==> src/rtl/nibble_serial_adder_ctrl.sv <==
// Wide adder sequencer that reuses an external 4-bit ripple adder, one nibble per cycle, LSB first.
// Latency: OUT_VALID rises NIBBLES edges after the accepting edge; accepts every NIBBLES+2 cycles at best.
// Backpressure: IN_READY only in IDLE; the result is held in DONE until OUT_READY, nothing is queued.
module nibble_serial_adder_ctrl #(
    parameter int NIBBLES = 4
) (
    input  logic                   CLK,
    input  logic                   RST,
    input  logic                   IN_VALID,
    output logic                   IN_READY,
    input  logic [4*NIBBLES-1:0]   OP_A,
    input  logic [4*NIBBLES-1:0]   OP_B,
    input  logic                   CARRY_IN,
    output logic [3:0]             ADD_A,
    output logic [3:0]             ADD_B,
    output logic                   ADD_CIN,
    input  logic [3:0]             ADD_SUM,
    input  logic                   ADD_COUT,
    output logic                   OUT_VALID,
    input  logic                   OUT_READY,
    output logic [4*NIBBLES-1:0]   RESULT,
    output logic                   CARRY_OUT
);

    localparam int W  = 4 * NIBBLES;
    localparam int CW = (NIBBLES > 1) ? $clog2(NIBBLES) : 1;

    typedef enum logic [1:0] {
        IDLE = 2'd0,
        RUN  = 2'd1,
        DONE = 2'd2
    } state_t;

    state_t          state, state_nxt;
    logic [CW-1:0]   cnt, cnt_nxt;
    logic            carry_reg, carry_nxt;
    logic [W-1:0]    opa_reg, opa_nxt;
    logic [W-1:0]    opb_reg, opb_nxt;
    logic [W-1:0]    result_reg, result_nxt;
    logic            cout_reg, cout_nxt;
    logic            out_vld_reg, out_vld_nxt;
    logic [3:0]      nib_a, nib_b;
    logic            cnt_last;

    // Nibble select straight from registers, so the adder never sees a path from module inputs.
    always_comb begin
        nib_a = '0;
        nib_b = '0;
        for (int i = 0; i < NIBBLES; i++) begin
            if (cnt == CW'(i)) begin
                nib_a = opa_reg[4*i +: 4];
                nib_b = opb_reg[4*i +: 4];
            end
        end
    end

    assign cnt_last = (cnt == CW'(NIBBLES - 1));

    always_comb begin
        state_nxt   = state;
        cnt_nxt     = cnt;
        carry_nxt   = carry_reg;
        opa_nxt     = opa_reg;
        opb_nxt     = opb_reg;
        result_nxt  = result_reg;
        cout_nxt    = cout_reg;
        out_vld_nxt = out_vld_reg;
        IN_READY    = 1'b0;
        ADD_A       = 4'h0;
        ADD_B       = 4'h0;
        ADD_CIN     = 1'b0;

        case (state)
            IDLE: begin
                IN_READY = ~RST;
                if (IN_VALID) begin
                    opa_nxt   = OP_A;
                    opb_nxt   = OP_B;
                    carry_nxt = CARRY_IN;
                    cnt_nxt   = '0;
                    state_nxt = RUN;
                end
            end
            RUN: begin
                ADD_A     = nib_a;
                ADD_B     = nib_b;
                ADD_CIN   = carry_reg;
                carry_nxt = ADD_COUT;
                for (int i = 0; i < NIBBLES; i++) begin
                    if (cnt == CW'(i)) begin
                        result_nxt[4*i +: 4] = ADD_SUM;
                    end
                end
                if (cnt_last) begin
                    // Counter parks at zero rather than stepping past the last nibble.
                    cnt_nxt     = '0;
                    cout_nxt    = ADD_COUT;
                    out_vld_nxt = 1'b1;
                    state_nxt   = DONE;
                end else begin
                    cnt_nxt = cnt + CW'(1);
                end
            end
            DONE: begin
                if (OUT_READY) begin
                    out_vld_nxt = 1'b0;
                    state_nxt   = IDLE;
                end
            end
            default: begin
                state_nxt = IDLE;
            end
        endcase
    end

    always_ff @(posedge CLK) begin
        if (RST) begin
            state       <= IDLE;
            cnt         <= '0;
            carry_reg   <= 1'b0;
            opa_reg     <= '0;
            opb_reg     <= '0;
            result_reg  <= '0;
            cout_reg    <= 1'b0;
            out_vld_reg <= 1'b0;
        end else begin
            state       <= state_nxt;
            cnt         <= cnt_nxt;
            carry_reg   <= carry_nxt;
            opa_reg     <= opa_nxt;
            opb_reg     <= opb_nxt;
            result_reg  <= result_nxt;
            cout_reg    <= cout_nxt;
            out_vld_reg <= out_vld_nxt;
        end
    end

    assign OUT_VALID = out_vld_reg;
    assign RESULT    = result_reg;
    assign CARRY_OUT = cout_reg;

endmodule

==> config.mk <==
export PLATFORM = sky130hd
export DESIGN_NAME = nibble_serial_adder_ctrl
export DESIGN_NICKNAME = d
export VERILOG_FILES = /design/src/rtl/nibble_serial_adder_ctrl.sv
export SDC_FILE = /design/constraint.sdc
export NUM_CORES = 1
export LEC_CHECK = 0
export CELL_PAD_IN_SITES_DETAIL_PLACEMENT = 1
export CELL_PAD_IN_SITES_GLOBAL_PLACEMENT = 1
export CORE_ASPECT_RATIO = 1.2
export CORE_MARGIN = 4
export CORE_UTILIZATION = 31
export DETAILED_ROUTE_END_ITERATION = 8
export HOLD_SLACK_MARGIN = 0.08
export PLACE_DENSITY_LB_ADDON = 0.3
export SYNTH_ARGS = -nofsm -noshare
export SYNTH_HDL_FRONTEND = slang
export SYNTH_SLANG_ARGS = --single-unit
==> constraint.sdc <==
create_clock -name CLK -period 1.44 [get_ports CLK]
set_input_delay 0.216 -clock CLK [delete_from_list [all_inputs] [get_ports CLK]]
set_output_delay 0.216 -clock CLK [all_outputs]
set_load 0.02 [all_outputs]
; Word-level counts from Yosys, hierarchy flattened
; Index checks and enable logic that the tools add are counted.
; W data, S select, Z words.
[word_totals]
reg_bits = 55
in_bits = 42
output_inout_bits = 28
word_cells = 57
[op_classes]
addsub = 1
n_eq_ne = 8
mux = 24
bitwise_logic = 1
reduce_logical = 12
[ops]
columns = operator, count
row1 = $mux W4, 10
row2 = $reduce_and A2 Y1, 6
row3 = $mux W2, 5
row4 = $eq A2 B2 Y1 const B, 3
row5 = $ne A2 B2 Y1 const B, 3
row6 = $pmux W2 S3, 1
row7 = $reduce_and A3 Y1, 2
row8 = $mux W1, 5
row9 = $eq A2 B1 Y1 const B, 2
row10 = $logic_not A2 Y1, 2
row11 = $pmux W1 S2, 2
row12 = $pmux W2 S2, 1
row13 = $reduce_bool A2 Y1, 2
row14 = $add A2 B1 Y2 const B, 1
row15 = $not A1 Y1, 1

; Depth between registers and ports, before layout
; Gate-level depths: netlist of run 1.
[logic_depth]
depth_word = 6
depth_mapped = 6
ltp_nobuf = 5

; Worst setup path after synthesis of run 1
; No wires, ideal clock.
[synth_timing]
path_kind = register to output
from = register cnt[0]
to = output port ADD_B[3]
arrival_time_ns = 1.772
required_ns = 1.224
setup_slack_ns = -0.548
stages_incl_launch_ff = 7
n_path_buf = 1
path_cell_list = dfxtp_1 inv_1 ha_1 nor2b_1 buf_4 a221oi_1 o41ai_1
[synth_via]
elab_chain_cells = 6
word_cells_on_any_way = 9
cone_classes = eq/ne: 3 / mux: 5 / reduce/logical: 1
[synth_rtl]
columns = item, line_no
row1 = "start, declared", 35  ; logic [CW-1:0] cnt, cnt_nxt;
row2 = "start signal, assigned", 128  ; cnt <= cnt_nxt;
row3 = $logic_not A2 Y1, 50  ; if (cnt == CW'(i)) begin
row4 = $mux W4 (3 in series), 50
row5 = $mux W4 *, 50
row6 = $mux W4 *, 73  ; case (state)
row7 = "end, declared", 15  ; output logic [3:0] ADD_B,
; Every way passes the cells marked *; elsewhere a longest branch is shown, timed or not.

; Final worst setup path of run 1
[layout_timing]
from = register cnt[1]
to = output port ADD_A[2]
[layout_via]
elab_chain_cells = 6
word_cells_on_any_way = 9
cone_classes = eq/ne: 3 / mux: 5 / reduce/logical: 1
[layout_rtl]
columns = item, line_no
row1 = $logic_not A2 Y1, 50
row2 = $mux W4 (3 in series), 50
row3 = $mux W4 *, 50
row4 = $mux W4 *, 73
row5 = "end, declared", 14  ; output logic [3:0] ADD_A,
; Marked as above.

==> impl_results.md, run 1 <==
- Status: finished with violations
- Violated checks: negative setup slack
- Final setup vio count: 32
- Synth area leader: dfxtp_1
- Residual DRC: 0
- Area delta synth->final: 72.32%
- Post-DP HPWL: 5498 µm
- CP startpoint kind: flop
- Dpl ws: -629.4 ps
- Vias in the first global route: 2,346
- Sink Count: 55
- Via density per instance: 5.181
- Die area: 9364 µm²
- Mapped Area: 2441 µm²
- CP peak stage delay: 400 ps
- Post-Route WL: 9266 µm
- CTS clock-pin slew for the worst setup and hold paths: 100 ps
- Nets: 434
- Die X: 89.01 µm
- Die span in y: 105.2 µm
- Worst setup margin: -523.0 ps
- Initial Utilization: 31.85%
- GP Congestion: 0.7437
- Root Driver: clkbuf_8
- CTS Buffer Depth: 2
- Critical path class: reg -> out
- Std-Cell Rows: 35
- XOR/XNOR Fraction of Synth Area: 0%
- Commonest non-fill, non-tap cell in the layout: nand2_1
- Slew Viols, Final: 0
- Fin Hold WS: 443.9 ps
- Clock latency on the worst-skew pair: 310 ps
- Most frequent cells in the layout: nand2_1, dfxtp_1, clkdlybuf4s50_1
- Cell variety after synth: 26
- Global Route Usage Sum: 16.24%
- Routed length per instance: 19.26 µm
- Grt ovf: 0
- Synth area leaders: dfxtp_1, nand2_1, a21oi_1, nand3_1, o41ai_2
- Compound-Gate Fraction of Synth Area: 20.25%
- Post-synthesis simple-gate area fraction: 25.17%
- Period utilisation layout: 136.3%
- Critical Path Fanout Max: 8
- Worst Hold Class: in -> reg
- Number of max-cap violations: 0
- Mapped Nets: 345
- Synth Register Bits: 55
- Multiplexer share of the synthesized area: 0%
- Fraction of layout cells with a size suffix above 1: 35.22%
- I/O pins: 70
- Max transition margin: 52.20%
- Setup TNS: -5273 ps
- Largest net degree at the start of global routing: 56
- Critical path required time: 1220 ps
- Total CTS buffers: 5
- Post-DRT Antenna Nets: 0
- Via count: 2,492
- Largest family of logic cells by synthesized area: simple AND/OR/NAND/NOR gates
- Crit. End Element: output port
- CTS tree: done
- Post-Route Skew: 7.530 ps
- Yosys warning total: 0
- Diodes inserted: 0
- Peak VDD IR: 0.0005151 V
- Initial antenna violation count: 0
- Synth top area share: 45.11%
- Initial drt markers: 96
- PortBufs: 69
- Core area: 7664 µm²
- Mapped Cells: 299
- Leak: 0.001637 µW
- Hold_buf cts: 0
- First-pass GRT wire length: 11,870 µm
- Slowest CP cell: dfxtp_4
- DRT Pass-1 Iters: 4
- Avg Synthesized Cell Area: 8.164 µm²
- Crit path DAT: 1750 ps
- Slew at the pin closest to its max-slew limit: 717.0 ps
- RSZ-0062 raised after global routing: yes
- CTS H-tree lvls: 2
- Sequential fraction of the synthesis area: 45.11%
- Final hold violation count: 0
- Pwr Density: 812.6 nW/µm²
- Fmax: 509.4 MHz
- Tmin final: 1963 ps
- Synth Area in Adders: 2.050%
- Worst-path cell chain: inv_4 > ha_4 > nor2b_4 > buf_12 > a221oi_4 > o41ai_4 > buf_4
-- what timing repair did --
action / 4_1_cts / 5_1_grt
endpoints found under the setup margin: 28 / 54
gates resized for setup: 76 / 77
buffers inserted: 0 / 10
pin swaps: 1 / 38
gates cloned: 0 / 5
endpoints found under the hold margin: 0 / 0
-- per-stage QoR --
step                utilization, %  total power [µW]  cells  area [µm²]
floorplan                        -              2089    299        2798
global placement             47.23              2359    458        3620
detailed placement           47.23              2376    458        3620
CTS                          48.42              3241    466        3711
global route                 54.89              3576    481        4207
finish                       54.89              3418    481        4207
-- cells by family (layout without fill, tap and decap cells) --
family,Yosys count,after routing
AOI/OAI and AO/OA,75,75
adders and majority gates,4,4
buffers and inverters,29,119
DFF,55,55
and+or+nand+nor,136,136
-- synth_stat cells --
library cell,number
buf_2,7
o21ai_0,1
inv_1,3
nand2b_1,1
nor3_1,1
or3b_1,2
o21bai_1,1
dfxtp_1,55
o41ai_1,2
a22oi_1,1
ha_1,4
clkbuf_1,9
nor2_1,6
o221a_2,1
nand3b_1,4
a21oi_1,54
o41ai_2,6
o21a_1,1
nor3b_4,1
buf_6,8
buf_1,1
buf_4,1
nand3_1,26
nor2b_1,11
nand2_1,84
a221oi_1,8
-- cell type report --
type	count	area [µm²]
Fill cell	826	3457
Timing Repair Buffer	108	1150
Tap cell	92	115.1
Clock buffer	6	72.57
Inverter	3	16.27
Clock inverter	2	11.26
Sequential cell	55	1116
Multi-Input combinational cell	215	1725
-- worst paths after layout --
| path | depth (start not counted) | end | start | slack [ps] |
|---|---|---|---|---|
| min | 3 | opa_reg[0] | OP_A[0] | 440 |
| max reg2reg | 7 | opb_reg[0] | state[1] | -140 |
| min reg2reg | 2 | opb_reg[15] | opb_reg[15] | 460 |
| max | 7 | ADD_A[2] | cnt[1] | -520 |
-- routing by layer --
metal / up-vias / routed length [µm] / share of wire, % / track usage [%]
li1: 1198 / - / - / -
met1: 1224 / 3703 / 40 / 19.99
met2: 57 / 4992 / 54 / 28.50
met3: 13 / 359 / 3.9 / 2.997
met4: 0 / 211 / 2.3 / 4.149
met5: - / 0 / 0 / 0
-- critical path: cells and delay by family, from the launching register on --
family / cells / cell delay, ps
buffers and inverters: 3 / 420
adders and majority gates: 1 / 170
DFF: 1 / 400
AOI/OAI and AO/OA: 2 / 320
and+or+nand+nor: 1 / 120
-- power by group --
part	switching, µW	internal (µW)
Sequential	75.1	1590
Combinational	446	432
Clock	531	344
No activity file was read; power rests on OpenSTA's default activity.
==> inputs of run 2 (changes only) <==
Settings changed: ABC_AREA set to 1, CORE_UTILIZATION 31 to 29.
==> run 2 against run 1 <==
Net effect:
- via count is 1.9% lower
- worst hold slack better by 25 ps
- non-clock buffer count is 7 lower
- critical endpoint is now ADD_A[0]
- critical path depth is 2 higher
- sequential share of layout area is 2.7 points higher
- the flow still finishes with violations (negative setup slack)
- clock skew hardly changed
- register-to-register slack better by 50 ps
- area after synthesis is 4.9% lower
- first-iteration DRC count is 35% lower
- setup slack better by 180 ps
- highest routed layer unchanged
- sequential cell count stayed put
- cell count is 7.7% higher
==> impl_results.md, run 2 <==
- Status: finished with violations (unchanged)
- Violated checks: negative setup slack (unchanged)
- Post-Route Skew: 7.219 ps (was 7.530 ps)
- Fmax: 560.4 MHz (was 509.4 MHz)
- Period utilisation layout: 123.9% (was 136.3%)
- Vias in the first global route: 2,548 (was 2,346)
- Total power: 3492 µW (was 3418 µW)
- Mapped Area: 2321 µm² (was 2441 µm²)
- Largest net degree at the start of global routing: 28 (was 56)
- Critical Path Fanout Max: 5 (was 8)
- Post-synth EDFFs: 0 (unchanged)
- Async SR Flop Fraction: 0% (unchanged)
- Sw Pwr: 972.4 µW (was 1051 µW)
- Sequential fraction of the synthesis area: 47.44% (was 45.11%)
- Post-Route WL: 7875 µm (was 9266 µm)
- CTS clock-pin slew for the worst setup and hold paths: 100 ps (about the same)
- Commonest non-fill, non-tap cell in the layout: nor2_1 (was nand2_1)
- Post-DRT Antenna Nets: 0 (unchanged)
- Mapped Cells: 333 (was 299)
- Comb pwr share: 22.8% (was 25.7%)
- Core area: 7751 µm² (was 7664 µm²)
- Final setup vio count: 16 (was 32)
- Routed length per instance: 15.20 µm (was 19.26 µm)
- Initial antenna violation count: 0 (unchanged)
- Post-place instance area: 3312 µm² (was 3620 µm²)
- Worst setup margin: -344.4 ps (was -523.0 ps)
- Synth top area share: 47.44% (was 45.11%)
- Cell-internal power: 2520 µW (was 2367 µW)
- Post-DP HPWL: 5193 µm (was 5498 µm)
- Initial drt markers: 62 (was 96)
- Most common cell in the netlist: nor2_1 (was nand2_1)
- GP Congestion: 0.7457 (was 0.7437)
- Sequential cell area: 1114 µm² (was 1116 µm²)
- Design area: 3804 µm² (was 4207 µm²)
- Util after Layout: 49.07% (was 54.89%)
- Mapped Nets: 379 (was 345)
- Max layer used: met4 (unchanged)
- Slew Viols, Final: 0 (unchanged)
- Global Route Usage Sum: 16.78% (was 16.24%)
- Sequential cell fraction of total power: 48.5% (was 48.7%)
- Tmin final: 1784 ps (was 1963 ps)
- RSZ-0062 raised after global routing: yes (unchanged)
- CTS tree: done (unchanged)
- DRT Pass-1 Iters: 4 (unchanged)
- Std-Cell Rows: 35 (unchanged)
- Diodes inserted: 0 (unchanged)
- Synth area leaders: dfxtp_1, nor2_1, o21ai_0, nand2_1, a21oi_1 (was dfxtp_1, nand2_1, a21oi_1, nand3_1, o41ai_2)
- Residual DRC: 0 (unchanged)
- Max transition margin: 80.01% (was 52.20%)
- Met3 routed WL: 321 µm (was 359 µm)
- Root Driver: clkbuf_8 (unchanged)
- Most frequent cells in the layout: nor2_1, dfxtp_1, clkdlybuf4s50_1 (was nand2_1, dfxtp_1, clkdlybuf4s50_1)
- Met2 WL: 4246 µm (was 4992 µm)
- Via density per instance: 4.720 (was 5.181)
- Synth Register Bits: 55 (unchanged)
- Post-synth top cells: nor2_1, dfxtp_1, o21ai_0 (was nand2_1, dfxtp_1, a21oi_1)
- Crit. End Element: output port (unchanged)
- Synth area leader: dfxtp_1 (unchanged)
- Initial Utilization: 29.94% (was 31.85%)
- CTS H-tree lvls: 2 (unchanged)
- Clock latency on the worst-skew pair: 310 ps (about the same)
- Pwr Density: 918.1 nW/µm² (was 812.6 nW/µm²)
- Grt ovf: 0 (unchanged)
- Worst Hold Class: reg -> reg (was in -> reg)
- Clock power share: 28.7% (was 25.6%)
- Critical path required time: 1220 ps (about the same)
- Via count: 2,445 (was 2,492)
- Die area: 9504 µm² (was 9364 µm²)
- Final hold violation count: 0 (unchanged)
- Peak VDD IR: 0.0005024 V (was 0.0005151 V)
- Number of max-cap violations: 0 (unchanged)
- M1 wire length: 3203 µm (was 3703 µm)
- Die X: 89.67 µm (was 89.01 µm)
- Area delta synth->final: 63.88% (was 72.32%)
- Synth Flop Type: dfxtp_1 (unchanged)
- Leak: 0.001683 µW (was 0.001637 µW)
- PortBufs: 69 (unchanged)
- Hold_buf cts: 0 (unchanged)
- Die span in y: 106 µm (was 105.2 µm)
- Nets: 472 (was 434)
- Critical path class: reg -> out (unchanged)
- I/O pins: 70 (unchanged)
- Sw Share: 27.85% (was 30.76%)
- Slew at the pin closest to its max-slew limit: 299.5 ps (was 717.0 ps)
- Fraction of layout cells with a size suffix above 1: 27.46% (was 35.22%)
- Fillcell total: 946 (was 826)
- Cell variety after synth: 17 (was 26)
- First-pass GRT wire length: 12,490 µm (was 11,870 µm)
- Crit path DAT: 1570 ps (was 1750 ps)
- Sink Count: 55 (unchanged)
- CP startpoint kind: flop (unchanged)
- Total CTS buffers: 5 (unchanged)
- Multi-input gate area: 1330 µm² (was 1725 µm²)
- Yosys warning total: 0 (unchanged)
- CTS Buffer Depth: 2 (unchanged)
- Avg Synthesized Cell Area: 6.970 µm² (was 8.164 µm²)
run 2: cell types whose count changed in the layout (fill, tap and decap cells not counted), moves of 10 or more:
cell     change
buf_4       -11
nand3_1     -23
nand2_4     -16
o21ai_1     +15
nor2_1     +101
o21ai_0     +30
a21oi_1     -26
a21oi_2     -16
nand2_1     -31
buf_6       +10
run 2: critical path, stage by stage, from the launching register on:
cell	delay, ps
dfxtp_4	410
inv_4	50
buf_6	110
ha_4	150
buf_6	130
nand3_2	70
nand2_1	70
nand2_2	80
nand2_2	60
buf_6	120
run 2: layer usage:
metal,vias to the layer above,global-route usage [%]
li1,1241,-
met1,1138,20.38
met2,54,29.50
met3,12,3.256
met4,0,4.362
met5,-,0
run 2: per-stage QoR:
step	hold WS, ps	setup slack (ps)	cells	TNS (ps)
after detailed placement	458.4	-553.0	506	-4816
after floorplan	350.9	12.52	333	0
after global routing	502.1	-448.7	518	-4758
after CTS	473.2	-338.7	515	-2589
after global placement	456.3	-528.7	506	-4174
final	469.3	-344.4	518	-3142
run 2: final timing paths:
path              startpoint         to  slack (ps)  cells past startpoint
hold reg to reg    OUT_VALID  OUT_VALID         470                      2
setup / recovery      cnt[1]   ADD_A[0]        -340                      9
setup reg to reg      cnt[1]  RESULT[6]         -90                     10
hold / removal     OUT_VALID  OUT_VALID         470                      2
run 2: power by group through the flow:
| stage | Combinational [µW] | Clock, µW | Sequential (µW) |
|---|---|---|---|
| global route | 873 | 1110 | 1710 |
| global placement | 641 | 0 | 1710 |
| CTS | 693 | 1040 | 1680 |
| floorplan | 302 | 0 | 1720 |
| detailed placement | 658 | 0 | 1710 |
| finish | 796 | 1000 | 1690 |
run 2: cells by family after synthesis:
family / Yosys count / synth area share, %
compound gates: 63 / 13.59
fa+ha+maj: 4 / 2.156
simple gates: 179 / 30.46
flops: 55 / 47.44
buf+inv: 32 / 6.361
run 2: timing repair:
action                     CTS  global route
resized for setup          110            79
setup endpoints to repair   40            35
pin swaps                   14            29
gates cloned                 1             1
setup buffers                1             3
run 2: final cells by class:
type	count	area share, %
Clock inverter	1	0.7895
Tap cell	92	3.026
Timing Repair inverter	1	0.1974
Clock buffer	6	1.908
Sequential cell	55	29.28
Timing Repair Buffer	101	27.73
Multi-Input combinational cell	246	34.97
Inverter	16	2.105
==> inputs of run 3 (changes only) <==
Settings changed: REMOVE_ABC_BUFFERS set to 1.
==> run 3 against run 2 <==
Net effect:
- first-iteration DRC count grew 21%
- cell count shrank 0.77%
- the run still ends with negative setup slack left
- sequential power is essentially flat
- core utilization shrank 2.9 points
- sequential cell count is the same
- die area is the same
- critical path depth shrank 1
- largest cell class unchanged
- global-route usage shrank 0.81 points
- maximum frequency grew 1.7%
- total power shrank 0.93%
- worst hold slack lost 4.5 ps
==> impl_results.md, run 3 (synthesis gave the netlist of run 2 again) <==
- Status: finished with violations (unchanged)
- Violated checks: negative setup slack (unchanged)
- GP Congestion: 0.7485 (was 0.7457)
- Routed length per instance: 14.13 µm (was 15.20 µm)
- Die span in y: 106 µm (unchanged)
- Diodes inserted: 0 (unchanged)
- CP startpoint kind: flop (unchanged)
- Pwr Density: 967.5 nW/µm² (was 918.1 nW/µm²)
- Initial Utilization: 29.94% (unchanged)
- Sw Pwr: 938.1 µW (was 972.4 µW)
- Post-Route Skew: 10.18 ps (was 7.219 ps)
- Fmax: 569.9 MHz (was 560.4 MHz)
- Slowest CP cell: dfxtp_4 (unchanged)
- Multi-input gate area: 1202 µm² (was 1330 µm²)
- Clock power share: 31.8% (was 28.7%)
- Placed Instances: 503 (was 506)
- Period utilisation layout: 121.9% (was 123.9%)
- Critical Path Fanout Max: 6 (was 5)
- Design area: 3576 µm² (was 3804 µm²)
- Slew at the pin closest to its max-slew limit: 255.5 ps (was 299.5 ps)
- Initial drt markers: 75 (was 62)
- Crit. End Element: output port (unchanged)
- Die X: 89.67 µm (unchanged)
- Leak: 0.001635 µW (was 0.001683 µW)
- Util after Layout: 46.13% (was 49.07%)
- Sequential cell area: 1114 µm² (unchanged)
- Global Route Usage Sum: 15.97% (was 16.78%)
- Post-place instance area: 3277 µm² (was 3312 µm²)
- First-pass GRT wire length: 11,890 µm (was 12,490 µm)
- Worst setup margin: -314.8 ps (was -344.4 ps)
- Grt ovf: 0 (unchanged)
- Worst Hold Class: reg -> reg (unchanged)
- Post-DP HPWL: 5166 µm (was 5193 µm)
- CTS Buffer Depth: 2 (unchanged)
- Max transition margin: 82.92% (was 80.01%)
- Crit path DAT: 1540 ps (was 1570 ps)
- Initial antenna violation count: 0 (unchanged)
- Via density per instance: 4.656 (was 4.720)
- Hold Path Depth: 2 (unchanged)
- Vias in the first global route: 2,478 (was 2,548)
- R2R cell count: 8 (was 10)
- Residual DRC: 0 (unchanged)
- Clock latency on the worst-skew pair: 320 ps (was 310 ps)
- Die area: 9504 µm² (unchanged)
- Post-DRT Antenna Nets: 0 (unchanged)
- Final setup vio count: 8 (was 16)
- Sw Share: 27.12% (was 27.85%)
- Final hold violation count: 0 (unchanged)
- Critical path required time: 1220 ps (about the same)
- I/O pins: 70 (unchanged)
- Total CTS buffers: 5 (unchanged)
- Area delta synth->final: 54.07% (was 63.88%)
- Via count: 2,393 (was 2,445)
- Largest net degree at the start of global routing: 33 (was 28)
- Root Driver: clkbuf_8 (unchanged)
- Comb pwr share: 19.7% (was 22.8%)
- Post-Route WL: 7261 µm (was 7875 µm)
- Sequential cell fraction of total power: 48.6% (was 48.5%)
- PortBufs: 69 (unchanged)
- Std-Cell Rows: 35 (unchanged)
- Sink Count: 55 (unchanged)
- Cell-internal power: 2521 µW (was 2520 µW)
- Core area: 7751 µm² (unchanged)
- CP peak stage delay: 400 ps (was 410 ps)
- Number of max-cap violations: 0 (unchanged)
- Fraction of layout cells with a size suffix above 1: 21.09% (was 27.46%)
- Commonest non-fill, non-tap cell in the layout: nor2_1 (unchanged)
- Fin cells: 514 (was 518)
- Most common cell on crit path: nand2_1 (was buf_6)
- Most frequent cells in the layout: nor2_1, dfxtp_1, clkdlybuf4s50_1 (unchanged)
- DRT Pass-1 Iters: 4 (unchanged)
- Slew Viols, Final: 0 (unchanged)
- Nets: 467 (was 472)
- Tmin final: 1755 ps (was 1784 ps)
- Critical path class: reg -> out (unchanged)
- RSZ-0062 raised after global routing: yes (unchanged)
- CTS clock-pin slew for the worst setup and hold paths: 90 ps (was 100 ps)
- Total power: 3460 µW (was 3492 µW)
- CTS H-tree lvls: 2 (unchanged)
- CTS tree: done (unchanged)
- Peak VDD IR: 0.0005139 V (was 0.0005024 V)
- Worst-path cell chain: inv_4 > ha_4 > buf_6 > a21oi_1 > nand2_1 > nand2_1 > nand2_1 > buf_2 (was inv_4 > buf_6 > ha_4 > buf_6 > nand3_2 > nand2_1 > nand2_2 > nand2_2 > buf_6)
- Fillcell total: 977 (was 946)
[run 3: power by group through the flow]
stage	combinational, µW	sequential (µW)	clock [µW]
2_1_floorplan	275	1720	0
3_3_place_gp	635	1710	0
3_5_place_dp	645	1710	0
4_1_cts	665	1680	1140
5_1_grt	765	1690	1190
6_report	681	1680	1100
[run 3: area by class of cell]
| cell class | instances | area share [%] |
|---|---|---|
| tap | 92 | 3.219 |
| clock inverter | 2 | 1.085 |
| sequential | 55 | 31.14 |
| clock buffer | 6 | 2.309 |
| multi-input combinational | 246 | 33.62 |
| inverter | 16 | 2.029 |
| timing repair buffer | 97 | 26.59 |
[run 3: worst max-delay path, delay by kind of cell (launching register included)]
family | cells | cell delay, ps
compound gates | 1 | 130
fa+ha+maj | 1 | 170
buf+inv | 3 | 350
flops | 1 | 400
simple gates | 3 | 170
[run 3: worst paths after layout]
kind                    end  startpoint  slack (ps)
setup reg to reg  CARRY_OUT      cnt[1]          30
hold reg to reg   OUT_VALID   OUT_VALID         460
setup / recovery   ADD_A[1]      cnt[1]        -310
hold / removal    OUT_VALID   OUT_VALID         460
[run 3: timing repair]
action                                  CTS  global route
gates cloned                              0             1
pin swaps                                24             5
gates resized for setup                 106            26
hold buffers                              0             0
buffers inserted                          1             1
endpoints found under the setup margin   40            19
[run 3: stage by stage]
| stage | setup slack [ps] | TNS, ps | hold slack [ps] |
|---|---|---|---|
| final | -314.8 | -2332 | 464.8 |
| after global routing | -414.4 | -3300 | 506.7 |
| after CTS | -325.2 | -2441 | 471.3 |
| after detailed placement | -567.6 | -5387 | 456.0 |
| after global placement | -511.7 | -4289 | 456.7 |
| after floorplan | 40.17 | 0 | 285.1 |
[run 3: layer usage]
metal / vias to the layer above / share of wire (%) / GRT usage [%]
met5: - / 0 / 0
met4: 0 / 0.95 / 4.149
met3: 6 / 4.4 / 3.023
met2: 51 / 51 / 28.14
met1: 1105 / 43 / 19.41
li1: 1231 / - / -
